===== config.mk =====
export PLATFORM = sky130hd
export DESIGN_NAME = aes_round_ctrl_flat
export DESIGN_NICKNAME = d
export VERILOG_FILES = /design/src/rtl/aes_round_ctrl_if.sv /design/src/rtl/aes_round_ctrl.sv /design/src/flat_wrapper.sv
export SDC_FILE = /design/constraint.sdc
export NUM_CORES = 1
export LEC_CHECK = 0
export CAP_MARGIN = 20
export CORE_AREA = 2 2 499 501
export DETAILED_ROUTE_END_ITERATION = 8
export DIE_AREA = 0 0 501 503
export GPL_ROUTABILITY_DRIVEN = 0
export PLACE_DENSITY = 0.3
export RECOVER_POWER = 25
export SLEW_MARGIN = 10
export SYNTH_ARGS = -nofsm -noshare
export SYNTH_HDL_FRONTEND = slang
export SYNTH_SLANG_ARGS = --single-unit

===== constraint.sdc =====
create_clock -name clk -period 4.95 [get_ports clk]
set_input_delay 0.7425 -clock clk [delete_from_list [all_inputs] [get_ports clk]]
set_output_delay 0.7425 -clock clk [all_outputs]
set_load 0.02 [all_outputs]

===== src/rtl/aes_round_ctrl_if.sv =====
// Bundle between the AES-128 round sequencer and its host/datapath peers.
// With AES_ABORT_EN defined the bundle also carries the abort request.
interface aes_round_ctrl_if #(
  parameter int RW = 4
);
  logic          start;
  logic [127:0]  pt;
  logic [127:0]  key;
  logic          busy;
  logic          done;
  logic [127:0]  ct;
  logic [RW-1:0] round;
  logic [127:0]  rnd_in;
  logic          rnd_mix_en;
  logic [127:0]  rnd_out;
  logic [127:0]  kx_key;
  logic [7:0]    kx_rcon;
  logic [127:0]  kx_next;
  logic [127:0]  ark_a;
  logic [127:0]  ark_w;
  logic [127:0]  ark_y;
`ifdef AES_ABORT_EN
  logic          abort;
`endif

  modport master (
`ifdef AES_ABORT_EN
    output abort,
`endif
    output start, pt, key, rnd_out, kx_next, ark_y,
    input  busy, done, ct, round, rnd_in, rnd_mix_en, kx_key, kx_rcon, ark_a, ark_w
  );

  modport slave (
`ifdef AES_ABORT_EN
    input  abort,
`endif
    input  start, pt, key, rnd_out, kx_next, ark_y,
    output busy, done, ct, round, rnd_in, rnd_mix_en, kx_key, kx_rcon, ark_a, ark_w
  );
endinterface


===== src/rtl/aes_round_ctrl.sv =====
// AES-128 encryption sequencer: owns state/round-key registers, one round per cycle.
// Optional AES_ABORT_EN adds an abort request that returns INIT/ROUND/FINAL to IDLE.
module aes_round_ctrl #(
  parameter int NR = 10,
  parameter int RW = 4
) (
  input  logic             clk,
  input  logic             reset,
  aes_round_ctrl_if.slave  bus
);

  typedef enum logic [2:0] {
    S_IDLE  = 3'd0,
    S_INIT  = 3'd1,
    S_ROUND = 3'd2,
    S_FINAL = 3'd3,
    S_DONE  = 3'd4
  } state_t;

  state_t        state_r, state_s;
  logic [127:0]  st_r, st_s;
  logic [127:0]  key_r, key_s;
  logic [127:0]  ct_r, ct_s;
  logic [RW-1:0] round_r, round_s;
  logic          busy_r, done_r;
  logic [127:0]  ark_a_s;
  logic          mix_en_s;
  logic [7:0]    rcon_s;
  logic          abort_s;

  // Round constant for the key being generated (index 1..10).
  function automatic logic [7:0] rcon_of(input logic [RW-1:0] idx);
    logic [7:0] r;
    case (idx)
      RW'(1):  r = 8'h01;
      RW'(2):  r = 8'h02;
      RW'(3):  r = 8'h04;
      RW'(4):  r = 8'h08;
      RW'(5):  r = 8'h10;
      RW'(6):  r = 8'h20;
      RW'(7):  r = 8'h40;
      RW'(8):  r = 8'h80;
      RW'(9):  r = 8'h1b;
      RW'(10): r = 8'h36;
      default: r = 8'h00;
    endcase
    return r;
  endfunction

`ifdef AES_ABORT_EN
  assign abort_s = bus.abort;
`else
  assign abort_s = 1'b0;
`endif

  // Next-state, register updates and datapath operand selection.
  always_comb begin
    state_s  = state_r;
    st_s     = st_r;
    key_s    = key_r;
    ct_s     = ct_r;
    round_s  = round_r;
    ark_a_s  = st_r;
    mix_en_s = 1'b1;
    rcon_s   = 8'h00;
    case (state_r)
      S_IDLE: begin
        if (bus.start) begin
          st_s    = bus.pt;
          key_s   = bus.key;
          round_s = '0;
          state_s = S_INIT;
        end else begin
          state_s = S_IDLE;
        end
      end
      S_INIT: begin
        rcon_s  = rcon_of(RW'(1));
        st_s    = bus.ark_y;
        key_s   = bus.kx_next;
        round_s = RW'(1);
        state_s = S_ROUND;
      end
      S_ROUND: begin
        ark_a_s = bus.rnd_out;
        rcon_s  = rcon_of(round_r + RW'(1));
        st_s    = bus.ark_y;
        key_s   = bus.kx_next;
        round_s = round_r + RW'(1);
        if (round_r == RW'(NR - 1)) begin
          state_s = S_FINAL;
        end else begin
          state_s = S_ROUND;
        end
      end
      S_FINAL: begin
        ark_a_s  = bus.rnd_out;
        mix_en_s = 1'b0;
        ct_s     = bus.ark_y;
        state_s  = S_DONE;
      end
      S_DONE: begin
        round_s = '0;
        state_s = S_IDLE;
      end
      default: begin
        round_s = '0;
        state_s = S_IDLE;
      end
    endcase
    // Abort overrides any in-flight transition, including FINAL->DONE.
    if (abort_s && (state_r == S_INIT || state_r == S_ROUND || state_r == S_FINAL)) begin
      state_s = S_IDLE;
      round_s = '0;
      ct_s    = ct_r;
    end else begin
      state_s = state_s;
    end
  end

  // State, data registers and registered status flags.
  always_ff @(posedge clk or negedge reset) begin
    if (!reset) begin
      state_r <= S_IDLE;
      st_r    <= 128'd0;
      key_r   <= 128'd0;
      ct_r    <= 128'd0;
      round_r <= '0;
      busy_r  <= 1'b0;
      done_r  <= 1'b0;
    end else begin
      state_r <= state_s;
      st_r    <= st_s;
      key_r   <= key_s;
      ct_r    <= ct_s;
      round_r <= round_s;
      busy_r  <= (state_s != S_IDLE);
      done_r  <= (state_s == S_DONE);
    end
  end

  assign bus.busy       = busy_r;
  assign bus.done       = done_r;
  assign bus.ct         = ct_r;
  assign bus.round      = round_r;
  assign bus.rnd_in     = st_r;
  assign bus.rnd_mix_en = mix_en_s;
  assign bus.kx_key     = key_r;
  assign bus.kx_rcon    = rcon_s;
  assign bus.ark_a      = ark_a_s;
  assign bus.ark_w      = key_r;

endmodule


===== src/flat_wrapper.sv =====
// flat-port wrapper written by rule: the top's interface ports become plain ports
module aes_round_ctrl_flat 
#(
  parameter int NR = 10,
  parameter int RW = 4
)
  (clk, reset, bus_start, bus_pt, bus_key, bus_rnd_out, bus_kx_next, bus_ark_y, bus_busy, bus_done, bus_ct, bus_round, bus_rnd_in, bus_rnd_mix_en, bus_kx_key, bus_kx_rcon, bus_ark_a, bus_ark_w);
  aes_round_ctrl_if #(.RW(RW)) bus_i ();
  input  logic clk;
  input  logic reset;
  input wire logic [$bits(bus_i.start)-1:0] bus_start;
  input wire logic [$bits(bus_i.pt)-1:0] bus_pt;
  input wire logic [$bits(bus_i.key)-1:0] bus_key;
  input wire logic [$bits(bus_i.rnd_out)-1:0] bus_rnd_out;
  input wire logic [$bits(bus_i.kx_next)-1:0] bus_kx_next;
  input wire logic [$bits(bus_i.ark_y)-1:0] bus_ark_y;
  output wire logic [$bits(bus_i.busy)-1:0] bus_busy;
  output wire logic [$bits(bus_i.done)-1:0] bus_done;
  output wire logic [$bits(bus_i.ct)-1:0] bus_ct;
  output wire logic [$bits(bus_i.round)-1:0] bus_round;
  output wire logic [$bits(bus_i.rnd_in)-1:0] bus_rnd_in;
  output wire logic [$bits(bus_i.rnd_mix_en)-1:0] bus_rnd_mix_en;
  output wire logic [$bits(bus_i.kx_key)-1:0] bus_kx_key;
  output wire logic [$bits(bus_i.kx_rcon)-1:0] bus_kx_rcon;
  output wire logic [$bits(bus_i.ark_a)-1:0] bus_ark_a;
  output wire logic [$bits(bus_i.ark_w)-1:0] bus_ark_w;
  assign bus_i.start = bus_start;
  assign bus_i.pt = bus_pt;
  assign bus_i.key = bus_key;
  assign bus_i.rnd_out = bus_rnd_out;
  assign bus_i.kx_next = bus_kx_next;
  assign bus_i.ark_y = bus_ark_y;
  assign bus_busy = bus_i.busy;
  assign bus_done = bus_i.done;
  assign bus_ct = bus_i.ct;
  assign bus_round = bus_i.round;
  assign bus_rnd_in = bus_i.rnd_in;
  assign bus_rnd_mix_en = bus_i.rnd_mix_en;
  assign bus_kx_key = bus_i.kx_key;
  assign bus_kx_rcon = bus_i.kx_rcon;
  assign bus_ark_a = bus_i.ark_a;
  assign bus_ark_w = bus_i.ark_w;
  aes_round_ctrl #(.NR(NR), .RW(RW)) u_core (.clk(clk), .reset(reset), .bus(bus_i));
endmodule

After elaboration in Yosys (flattened, before gate mapping). Memories as Yosys holds them, arrays and structs flattened. Index checks and enable logic that the tools add are counted.

Add/sub/neg operators: 1. Multiplexer cells: 12. Equality and inequality tests: 6. Bitwise gates (word level): 1. Reductions and logical operators: 7.

Operator list (number): 128-bit one-hot mux with 2 select lines (2); 128-bit 2-to-1 mux (3); 4-bit one-hot mux with 4 select lines (1); 8-bit one-hot mux with 2 select lines (1); 3-bit one-hot mux with 4 select lines (1); 3-bit by 2-bit equality test with 1-bit output, second input constant (2); 4-bit by 1-bit adder with 4-bit output, second input constant (1); 4-bit equality test, second input constant (1); 4-bit 2-to-1 mux (1); 2-bit AND reduction (2); 2-bit OR reduction (2); 3-bit by 1-bit equality test with 1-bit output, second input constant (1); 3-bit equality test, second input constant (1); 3-bit zero test (1); 1-bit 2-to-1 mux (3); 3-bit nonzero test (1); 2-bit != test, second input constant (1); 2-bit nonzero test (1); 1-bit NOT (1).

Bits in read-only memories: 128. Memories kept: 1. Output and inout port bits: 655. Word-level logic and storage cells: 35. Input port bits: 643. Flip-flop bits (word level): 393.

Memories: (name not given) (depth 16, bits a word 8, read ports 1, clocked after memory_dff 0, write ports 0, line aes_round_ctrl.sv:34) `case (idx)`.

Logic depth before layout (Yosys ltp). Gate-level depths: netlist of run 1.

Depth after elaboration: 4. Depth in mapped cells: 9. Depth with buffers taken out: 7.

Least setup slack after synthesis of run 1. No wires, ideal clock.

Kind: reg-to-output. Start: register u_core.round_r[0], in the netlist u_core.bus.round[0]. End: output bus_kx_rcon[4]. Arrival time: 1.723 ns. Cell stages (with the launch flop): 6. Required time: 4.208 ns. Setup slack: 2.484 ns. Buffers on the path: 0. Cell sequence: dfrtp_1 -> ha_1 -> xnor2_1 -> and2_1 -> nand3_1 -> o211ai_1.

Cells in the longest elaborated chain, start to end: 3.

RTL lines: start: declaration (line aes_round_ctrl.sv:24) `logic [RW-1:0] round_r, round_s;`; start signal: assignment (line aes_round_ctrl.sv:136) `round_r <= round_s;`; 4-bit by 1-bit adder with 4-bit output (line aes_round_ctrl.sv:86) `rcon_s = rcon_of(round_r + RW'(1));`; memory 16 x 8 bit; 8-bit one-hot mux with 2 select lines (line aes_round_ctrl.sv:66) `case (state_r)`; end: declaration (line flat_wrapper.sv:24) `output wire logic [$bits(bus_i.kx_rcon)-1:0] bus_kx_rcon;`.

Every way passes these cells.

Worst setup path in the final report of run 1.
Start: register u_core.state_r[2]. End: output bus_ark_a[1].

Cells in the longest elaborated chain, start to end: 3. Elaborated cells on any way between the ends: 4. Those cells by class: eq/ne: 2; mux: 1; reduce/logical: 1.

RTL lines: start: declaration (line aes_round_ctrl.sv:20) `state_t state_r, state_s;`; start signal: assignment (line aes_round_ctrl.sv:132) `state_r <= state_s;`; 3-bit by 2-bit equality test with 1-bit output; 2-bit OR reduction (no line) (*); 128-bit 2-to-1 mux (*) (line aes_round_ctrl.sv:66); end: declaration (line flat_wrapper.sv:25) `output wire logic [$bits(bus_i.ark_a)-1:0] bus_ark_a;`.

Every way passes the cells marked *; elsewhere a longest branch is shown, timed or not.

==> reports/results.ini, run 1 <==
[detailed_routing]
wl_met1_um=63000
first_pass_iters=5
viasPerCell=3.18
antenna_left=0
drcViolationCount=0
drt-total-wl_um=171000
vias=21300
wl_met3_um=14500
drt_iter0_drc=1068
route.top_layer_used=met5
wire_per_inst_um=25.5
wl_met2_um=88200

[clock_network]
postCtsSetupBuffers=0
path_clk_slew_ns=0.05
ctsResizeCount=0
h-tree-depth=2
clk_latency_ns=0.69
holdBufCountCts=0
cts_root_buf=clkbuf_16
cts_made_buffers=58
clk_path_buf_depth=3
cts_tree=yes
clkSinkCount=393

[floorplanning]
ios=1298
start_util=0.0785
die_area_sq_mm=0.252
row_count=183
dieHeight_um=503
core-area_sq_mm=0.247
fp.dieW_um=501

[finish]
fillCellCount=28100
ff_latch_area_sq_mm=0.00983
fin_area_sq_mm=0.0372
layout.nets=4049
area_growth_pct=91.7
layout-drive-gt1-share=0.0772
multi_input_area_sq_mm=0.00778

[pwr]
p_leak_nw=14.2
irDropWorstVdd_v=0.000403
p_per_area_mw_per_mm2=775
total_power_mw=28.8

[setup_path]
startpoint=u_core.state_r[2]
end_kind=primary output
worstSetupPathType=flip-flop to primary output
max_stage_delay_ns=0.68
r2r-start=u_core.bus.round[1]
crit_slowest_cell=nand2b_4
critPathBufInv=3
cp_max_fo=41
cp_top_family=buffers and inverters
required_ns=4.21
start_kind=flip-flop
path_cells=nand2b_4 -> buf_12 -> buf_4 -> mux2_2 -> clkdlybuf4s50_1
crit_arrival_ns=3.59

[place]
port_buffers=1297
post-dp-hpwl_um=137000
placed_area_sq_mm=0.0352
pre_cts_ws_ns=1.29

[logic_synthesis]
synth_cell_types=37
syn_nets=2928
yosys_warnings=0
synth.cell_area_sq_mm=0.0194
ys_seq_area_frac=0.507
synth_cells=2280
avgSynthCellArea_sq_um=8.50
synth_seq_cells=393

[grt]
grt_usage=0.130
grt_pass1_wl_um=220000
grt_overflow=0
antenna_found_initial=74
grt_max_degree=112
grt_pass1_vias=22200

[timing]
setup_ws_ns=0.621
max_freq_mhz=231
rsz0062_at_grt=no
fin_tns_setup_ns=0
skew_ns=0.0366
setup_viol=0
slew_headroom=-1.01
drv_slew=106
timing.hold.ws_ns=0.471
fin_crit_ns=4.33
finalHoldViolations=0
period_share=0.875
tightest_slew_ns=3.01

[worst_hold_path]
hold_path.class=flip-flop to flip-flop
holdCritStartpoint=u_core.bus.ct[31]

[run]
cap_violations=2

[run_status]
outcome=finished with violations
violations=max-capacitance violations, max-slew violations

## layout make-up
| type | instances | share of cell area |
|---|---|---|
| Clock inverter | 20 | 0.00751 |
| Clock buffer | 86 | 0.0457 |
| Inverter | 8 | 0.00148 |
| Tap cell | 3237 | 0.109 |
| Timing Repair Buffer | 1346 | 0.362 |
| Sequential cell | 393 | 0.265 |
| Antenna cell | 12 | 0.000808 |
| Multi-Input combinational cell | 1594 | 0.209 |
## per-layer routing
layer	vias up	track usage
met5	-	0
met4	16	0.0375
met3	227	0.0452
met2	1097	0.238
met1	10300	0.139
li1	9623	-
## cells in the final DEF, fill, tap and decap left out, types with 3 or more instances in the layout
| cell type | count |
|---|---|
| buf_12 | 11 |
| clkdlybuf4s50_1 | 1296 |
| nand3_1 | 4 |
| o211ai_1 | 3 |
| buf_4 | 26 |
| clkbuf_1 | 26 |
| clkbuf_8 | 12 |
| a21oi_1 | 516 |
| ha_1 | 5 |
| nor3b_1 | 3 |
| xnor2_1 | 3 |
| mux2_2 | 129 |
| inv_1 | 5 |
| clkinv_2 | 9 |
| bufinv_16 | 6 |
| clkbuf_16 | 59 |
| dfrtp_1 | 393 |
| nand2_1 | 645 |
| inv_6 | 3 |
| nor2_1 | 263 |
| diode_2 | 12 |
## report_power, final
group          internal [mW]  switching (mW)  total [mW]
Clock                   2.67            1.80        4.47
Combinational           7.44            10.1        17.5
Sequential              4.90            1.96        6.86
Total                   15.0            13.8        28.8
## Yosys cell counts (all sizes together)
master | number | share of area
nand2 | 645 | 0.12
mux2 | 129 | 0.075
ha | 5 | 0.0032
xnor2 | 3 | 0.0014
nor2 | 264 | 0.051
inv | 8 | 0.0017
nand4 | 1 | 0.00032
a21o | 1 | 0.00039
o211ai | 3 | 0.0012
o221ai | 1 | 0.00045
o31ai | 1 | 0.00039
dfrtp | 393 | 0.51
nand3b | 1 | 0.00039
or3b | 1 | 0.00045
mux2i | 1 | 0.00052
a31oi | 1 | 0.00032
and2 | 1 | 0.00032
nor2b | 1 | 0.00032
nand3 | 4 | 0.0010
buf | 227 | 0.080
a22oi | 1 | 0.00039
nand2b | 3 | 0.00097
o21a | 1 | 0.00039
and3 | 2 | 0.00065
or4b | 1 | 0.00052
o21ai | 1 | 0.00026
or3 | 1 | 0.00032
a21oi | 516 | 0.13
nor3b | 3 | 0.0012
nor3 | 2 | 0.00052
clkbuf | 58 | 0.011
## stage by stage
step	utilization	std cells
finish	0.150	6696
global route	0.150	6690
CTS	0.151	6684
detailed placement	0.143	6578
global placement	0.143	6578
floorplan	-	2280
## worst paths after layout
kind | slack [ns] | cells after the start | to
worst max register to register | 1.97 | 8 | u_core.bus.rnd_in[85]
worst max-delay path | 0.62 | 5 | bus_ark_a[1]
max in group asynchronous | 1.00 | 2 | u_core.bus.ark_w[61]
worst min-delay path | 0.47 | 2 | u_core.bus.ct[31]
min in group asynchronous | 0.99 | 1 | u_core.bus.ark_w[91]
worst min register to register | 0.47 | 2 | u_core.bus.ct[31]
## worst min-delay path, stage by stage (launching register included)
cell and delay (ns):
dfrtp_1 0.34, nand2_1 0.05, nand2_1 0.05
## kinds of logic (layout without fill, tap and decap cells)
group,count (synthesis),in the layout,synth area share
buf+inv,293,1460,0.0927
other cells,0,12,0
mux,130,130,0.0754
compound gates,526,526,0.137
fa+ha+maj,5,5,0.00323
xor+xnor,3,3,0.00136
simple gates,930,930,0.183
flops,393,393,0.507
## state kept, by name (all words and copies together) (netlist names)
name,count
u_core.bus.ark_w,128
u_core.bus.busy,1
u_core.bus.ct,128
u_core.bus.done,1
u_core.bus.rnd_in,128
u_core.bus.round,4
u_core.state_r,3
Power figures use the tool's default switching activity.
==> run 2: changes to the inputs <==
--- a/config.mk
+++ b/config.mk
@@ -12,6 +12,7 @@
 export GPL_ROUTABILITY_DRIVEN = 0
 export PLACE_DENSITY = 0.3
 export RECOVER_POWER = 25
+export REMOVE_ABC_BUFFERS = 1
 export SLEW_MARGIN = 10
 export SYNTH_ARGS = -nofsm -noshare
 export SYNTH_HDL_FRONTEND = slang
==> reports/results.ini, run 2 (synthesis gave the netlist of run 1 again) <==
[setup_path]
cp_max_fo=9  ; -78%
required_ns=4.21  ; about the same
worstSetupPathType=flip-flop to primary output
end_kind=primary output
crit_arrival_ns=3.46  ; -0.13 ns
start_kind=flip-flop

[timing]
fin_crit_ns=4.21  ; -0.122 ns
skew_ns=0.0101  ; -0.0265 ns
setup_ws_ns=0.743  ; +0.122 ns
max_freq_mhz=238  ; +2.9%
slew_headroom=-0.656  ; +0.350
drv_slew=191  ; +80%
finalHoldViolations=0  ; unchanged
timing.hold.ws_ns=0.471  ; -0.000754 ns
rsz0062_at_grt=no
setup_viol=0  ; unchanged
period_share=0.850  ; -0.0247
tightest_slew_ns=2.48  ; -0.525 ns

[floorplanning]
ios=1298  ; unchanged
row_count=183  ; unchanged
core-area_sq_mm=0.247  ; unchanged
die_area_sq_mm=0.252  ; unchanged
dieHeight_um=503  ; unchanged
fp.dieW_um=501  ; unchanged
start_util=0.0785  ; unchanged

[run_status]
violations=max-capacitance violations, max-slew violations
outcome=finished with violations

[clock_network]
ctsResizeCount=0  ; unchanged
h-tree-depth=2  ; unchanged
cts_made_buffers=56  ; -3.4%
postCtsSetupBuffers=0  ; unchanged
cts_root_buf=clkbuf_16
clk_path_buf_depth=3  ; unchanged
path_clk_slew_ns=0.05  ; about the same
clk_latency_ns=0.66  ; -0.03 ns
clkSinkCount=393  ; unchanged
holdBufCountCts=0  ; unchanged
cts_tree=yes

[finish]
fillCellCount=28200  ; +0.37%
final_cell_mix=1295 x clkdlybuf4s50_1, 645 x nand2_1, 516 x a21oi_1
area_growth_pct=90.6
fin_area_sq_mm=0.0370  ; -0.59%
final_util=0.150  ; -0.000886
final_common_cell=clkdlybuf4s50_1
layout-drive-gt1-share=0.0745  ; -0.00264
layout.nets=4043  ; -0.15%

[detailed_routing]
antenna_left=0  ; unchanged
first_pass_iters=7  ; +2
vias=21400  ; +0.45%
wire_per_inst_um=27.0  ; +5.7%
viasPerCell=3.20  ; +0.63%
drt-total-wl_um=180000  ; +5.5%
drcViolationCount=0  ; unchanged
drt_iter0_drc=1189  ; +11%

[grt]
grt_usage=0.136  ; +0.00647
grt_pass1_wl_um=228000  ; +3.5%
antenna_found_initial=84  ; +14%
grt_pass1_vias=22100  ; -0.45%
grt_overflow=0  ; unchanged
grt_max_degree=95  ; -15%

[pwr]
irDropWorstVdd_v=0.000289  ; -28%
p_per_area_mw_per_mm2=786  ; +1.3%
power_frac_comb=0.621  ; +0.014
p_clk_frac=0.139  ; -0.016
p_leak_nw=14.1  ; -0.78%
swShare=0.494  ; +0.0153
intPower_mw=14.7  ; -2.2%
seqPwrFrac=0.240  ; +0.002
total_power_mw=29.0  ; +0.75%
p_sw_mw=14.4  ; +4.0%

[run]
cap_violations=2  ; unchanged

[place]
pre_cts_ws_ns=1.37  ; +0.0793 ns
placed_area_sq_mm=0.0352  ; about the same
post-dp-hpwl_um=147000  ; +7.0%
port_buffers=1297  ; unchanged

[worst_hold_path]
hold_path.class=flip-flop to flip-flop

==> run 2: cell types whose count changed in the layout (fill, tap and decap cells not counted), moves of 2 or more <==
cell and delta:
clkbuf_1 -2, clkinv_2 -5, inv_6 -2, clkbuf_16 -2, bufinv_16 -6, buf_4 -2, clkbuf_8 +4
==> run 2: through the flow <==
step                      TNS [ns]  std cells
after CTS                        0       6672
after global placement           0       6574
final                            0       6684
after detailed placement         0       6574
after floorplan           -1947.02       1995
after global routing             0       6674
==> run 2: per-layer routing <==
layer / up-vias / GRT usage / part of all wire / routed length, um
met3: 174 / 0.0489 / 0.090 / 16100
li1: 9594 / - / - / -
met2: 1079 / 0.235 / 0.49 / 87500
met4: 28 / 0.0244 / 0.017 / 3030
met1: 10500 / 0.162 / 0.41 / 73400
met5: - / 0 / 0.00096 / 173
==> run 2: final cells by class <==
class	count	area, sq um	share of cell area
Timing Repair Buffer	1342	13400	0.364
Sequential cell	393	9830	0.266
Multi-Input combinational cell	1594	7780	0.211
Tap cell	3237	4050	0.110
Clock buffer	91	1710	0.0464
Inverter	8	55.1	0.00149
Clock inverter	7	45.0	0.00122
Antenna cell	12	30.0	0.000813
==> run 2: power groups by stage <==
stage / clock network [mW] / registers, mW / logic, mW
2_1_floorplan: 0 / 8.65 / 5.89
3_3_place_gp: 0 / 7.06 / 18.5
3_5_place_dp: 0 / 7.06 / 18.5
4_1_cts: 4.24 / 7.04 / 18.6
5_1_grt: 4.33 / 7.16 / 19.4
6_report: 4.02 / 6.98 / 18.0
==> run 2: final timing paths <==
check                               startpoint               endpoint  slack, ns  cells after the start
setup reg to reg             u_core.state_r[1]       u_core.bus.ct[7]       1.95                      7
hold / removal              u_core.bus.ct[108]     u_core.bus.ct[108]       0.47                      2
hold reg to reg             u_core.bus.ct[108]     u_core.bus.ct[108]       0.47                      2
max in group asynchronous                reset       u_core.bus.ct[4]       1.34                      2
min in group asynchronous                reset  u_core.bus.rnd_in[67]       0.81                      1
setup / recovery           u_core.bus.round[0]         bus_kx_rcon[4]       0.74                      6
==> run 2: critical path: stages, from the launching register on <==
cell             delay, ns
dfrtp_1               0.48
ha_1                  0.28
xnor2_1               0.50
and2_1                0.25
nand3_1               0.10
o211ai_1              0.43
clkdlybuf4s50_1       0.76
==> run 3: changes to the inputs <==
--- a/config.mk
+++ b/config.mk
@@ -6,9 +6,9 @@
 export NUM_CORES = 1
 export LEC_CHECK = 0
 export CAP_MARGIN = 20
-export CORE_AREA = 2 2 499 501
+export CORE_AREA = 2 2 504 506
 export DETAILED_ROUTE_END_ITERATION = 8
-export DIE_AREA = 0 0 501 503
+export DIE_AREA = 0 0 506 508
 export GPL_ROUTABILITY_DRIVEN = 0
 export PLACE_DENSITY = 0.3
 export RECOVER_POWER = 25
==> constraint.sdc (replaced) <==
create_clock -name clk -period 4.2 [get_ports clk]
set_input_delay 0.63 -clock clk [delete_from_list [all_inputs] [get_ports clk]]
set_output_delay 0.63 -clock clk [all_outputs]
set_load 0.02 [all_outputs]
==> reports/results.ini, run 3 (synthesis gave the netlist of run 1 again) <==
[timing]
fin_crit_ns=3.89
finalHoldViolations=0  ; unchanged
fin_tns_setup_ns=0  ; unchanged
tightest_slew_ns=2.93  ; +0.450 ns
slew_headroom=-0.956  ; -0.300
setup_viol=0  ; unchanged
max_freq_mhz=257
skew_ns=0.0341  ; +0.0240 ns
drv_slew=66  ; -65%
period_share=0.926
rsz0062_at_grt=no

[run_status]
violations=max-capacitance violations, max-slew violations
outcome=finished with violations

[grt]
antenna_found_initial=67  ; -20%
grt_usage=0.130  ; -0.00625
grt_max_degree=130  ; +37%
grt_pass1_vias=22300  ; +0.86%
grt_overflow=0  ; unchanged
grt_pass1_wl_um=225000  ; -1.1%

[finish]
final_cell_mix=1295 x clkdlybuf4s50_1, 645 x nand2_1, 516 x a21oi_1
final_common_cell=clkdlybuf4s50_1
layout.nets=4057  ; +0.35%
finalNonFillerCells=6831  ; +2.2%
final_util=0.148  ; -0.00111
fin_area_sq_mm=0.0375  ; +1.4%
area_growth_pct=93.2
layout-drive-gt1-share=0.0787  ; +0.00420

[clock_network]
clk_latency_ns=0.69  ; +0.03 ns
h-tree-depth=2  ; unchanged
cts_root_buf=clkbuf_16
ctsResizeCount=0  ; unchanged
postCtsSetupBuffers=0  ; unchanged
clkSinkCount=393  ; unchanged
holdBufCountCts=1  ; +1
path_clk_slew_ns=0.06  ; about the same
cts_made_buffers=61  ; +8.9%
cts_tree=yes
clk_path_buf_depth=3  ; unchanged

[setup_path]
r2r_setup_slack_ns=1.35  ; -0.60 ns
worstSetupPathType=flip-flop to primary output
start_kind=flip-flop
reg2reg_to=u_core.bus.ct[63]
startpoint=u_core.bus.round[1]
rr_worst_depth=8  ; +1
path_cells=nand3_1 -> xnor2_1 -> mux2i_1 -> nor2_1 -> buf_4 -> clkdlybuf4s50_1
required_ns=3.57  ; -0.64 ns
r2r-start=u_core.state_r[2]
max_stage_delay_ns=0.65  ; -0.11 ns
cp_top_family=buffers and inverters
crit_arrival_ns=3.26  ; -0.20 ns
cp_max_fo=9  ; unchanged
crit_slowest_cell=xnor2_1
critPathBufInv=2  ; +1
end_kind=primary output

[worst_hold_path]
hold_path.class=flip-flop to flip-flop
holdPathStages=2  ; unchanged
holdCritStartpoint=u_core.bus.ct[71]
worstHoldEndpoint=u_core.bus.ct[71]

[detailed_routing]
drt_iter0_drc=1121  ; -5.7%
drcViolationCount=0  ; unchanged
viasPerCell=3.14  ; -2.0%
antenna_left=0  ; unchanged
drt-total-wl_um=175000  ; -3.1%
vias=21400  ; +0.17%
wire_per_inst_um=25.6  ; -5.2%
first_pass_iters=5  ; -2

[floorplanning]
dieHeight_um=508  ; +0.99%
core-area_sq_mm=0.252  ; +2.1%
start_util=0.0768  ; -0.00163
row_count=185  ; +1.1%
ios=1298  ; unchanged
die_area_sq_mm=0.257  ; +2.0%
fp.dieW_um=506  ; +1.0%

[pwr]
irDropWorstVdd_v=0.000355  ; +23%
p_per_area_mw_per_mm2=925  ; +18%
p_leak_nw=14.2  ; +1.1%

[run]
cap_violations=1  ; -1

[place]
placed_area_sq_mm=0.0355  ; +0.69%
post-dp-hpwl_um=141000  ; -4.1%
dp_cells=6711  ; +2.1%
port_buffers=1297  ; unchanged

run 3: metrics by stage:
step	setup WS, ns	power, mW	hold WS (ns)
final	0.310	34.6	0.471
after global routing	0.0222	36.8	0.423
after CTS	0.118	35.7	0.368
after detailed placement	0.928	30.0	0.461
after global placement	0.953	30.0	0.459
after floorplan	-7.75	16.8	0.334
run 3: worst max-delay path by stage:
stage | end | slack [ns] | depth (start not counted)
after floorplan | bus_rnd_mix_en | -7.75 | 3
after global placement | bus_kx_rcon[2] | 0.95 | 6
after detailed placement | bus_kx_rcon[2] | 0.93 | 6
after CTS | bus_kx_rcon[2] | 0.12 | 6
after global routing | bus_kx_rcon[2] | 0.02 | 6
final | bus_kx_rcon[2] | 0.31 | 6
run 3: area by class of cell:
cell class | count | area, sq um
Antenna cell | 10 | 25.0
Clock buffer | 97 | 1870
Clock inverter | 12 | 128
Fill cell | 28600 | 215000
Inverter | 8 | 55.1
Multi-Input combinational cell | 1594 | 7780
Sequential cell | 393 | 9830
Tap cell | 3366 | 4210
Timing Repair Buffer | 1351 | 13500
run 3: worst min-delay path, stage by stage (launching register included):
cell and delay (ns):
dfrtp_1 0.34, nand2_1 0.05, nand2_1 0.05
run 3: power by group:
part           internal (mW)  switching (mW)  leakage (nW)
Clock                   3.14            2.16         0.972
Combinational           8.81            12.2          8.68
Sequential              5.77            2.52          4.59
run 3: metal layers:
layer,GRT usage,vias up,routed length [um]
li1,-,9637,-
met5,0,-,185
met2,0.223,1101,83900
met3,0.0406,197,14700
met1,0.155,10500,70900
met4,0.0363,28,4900
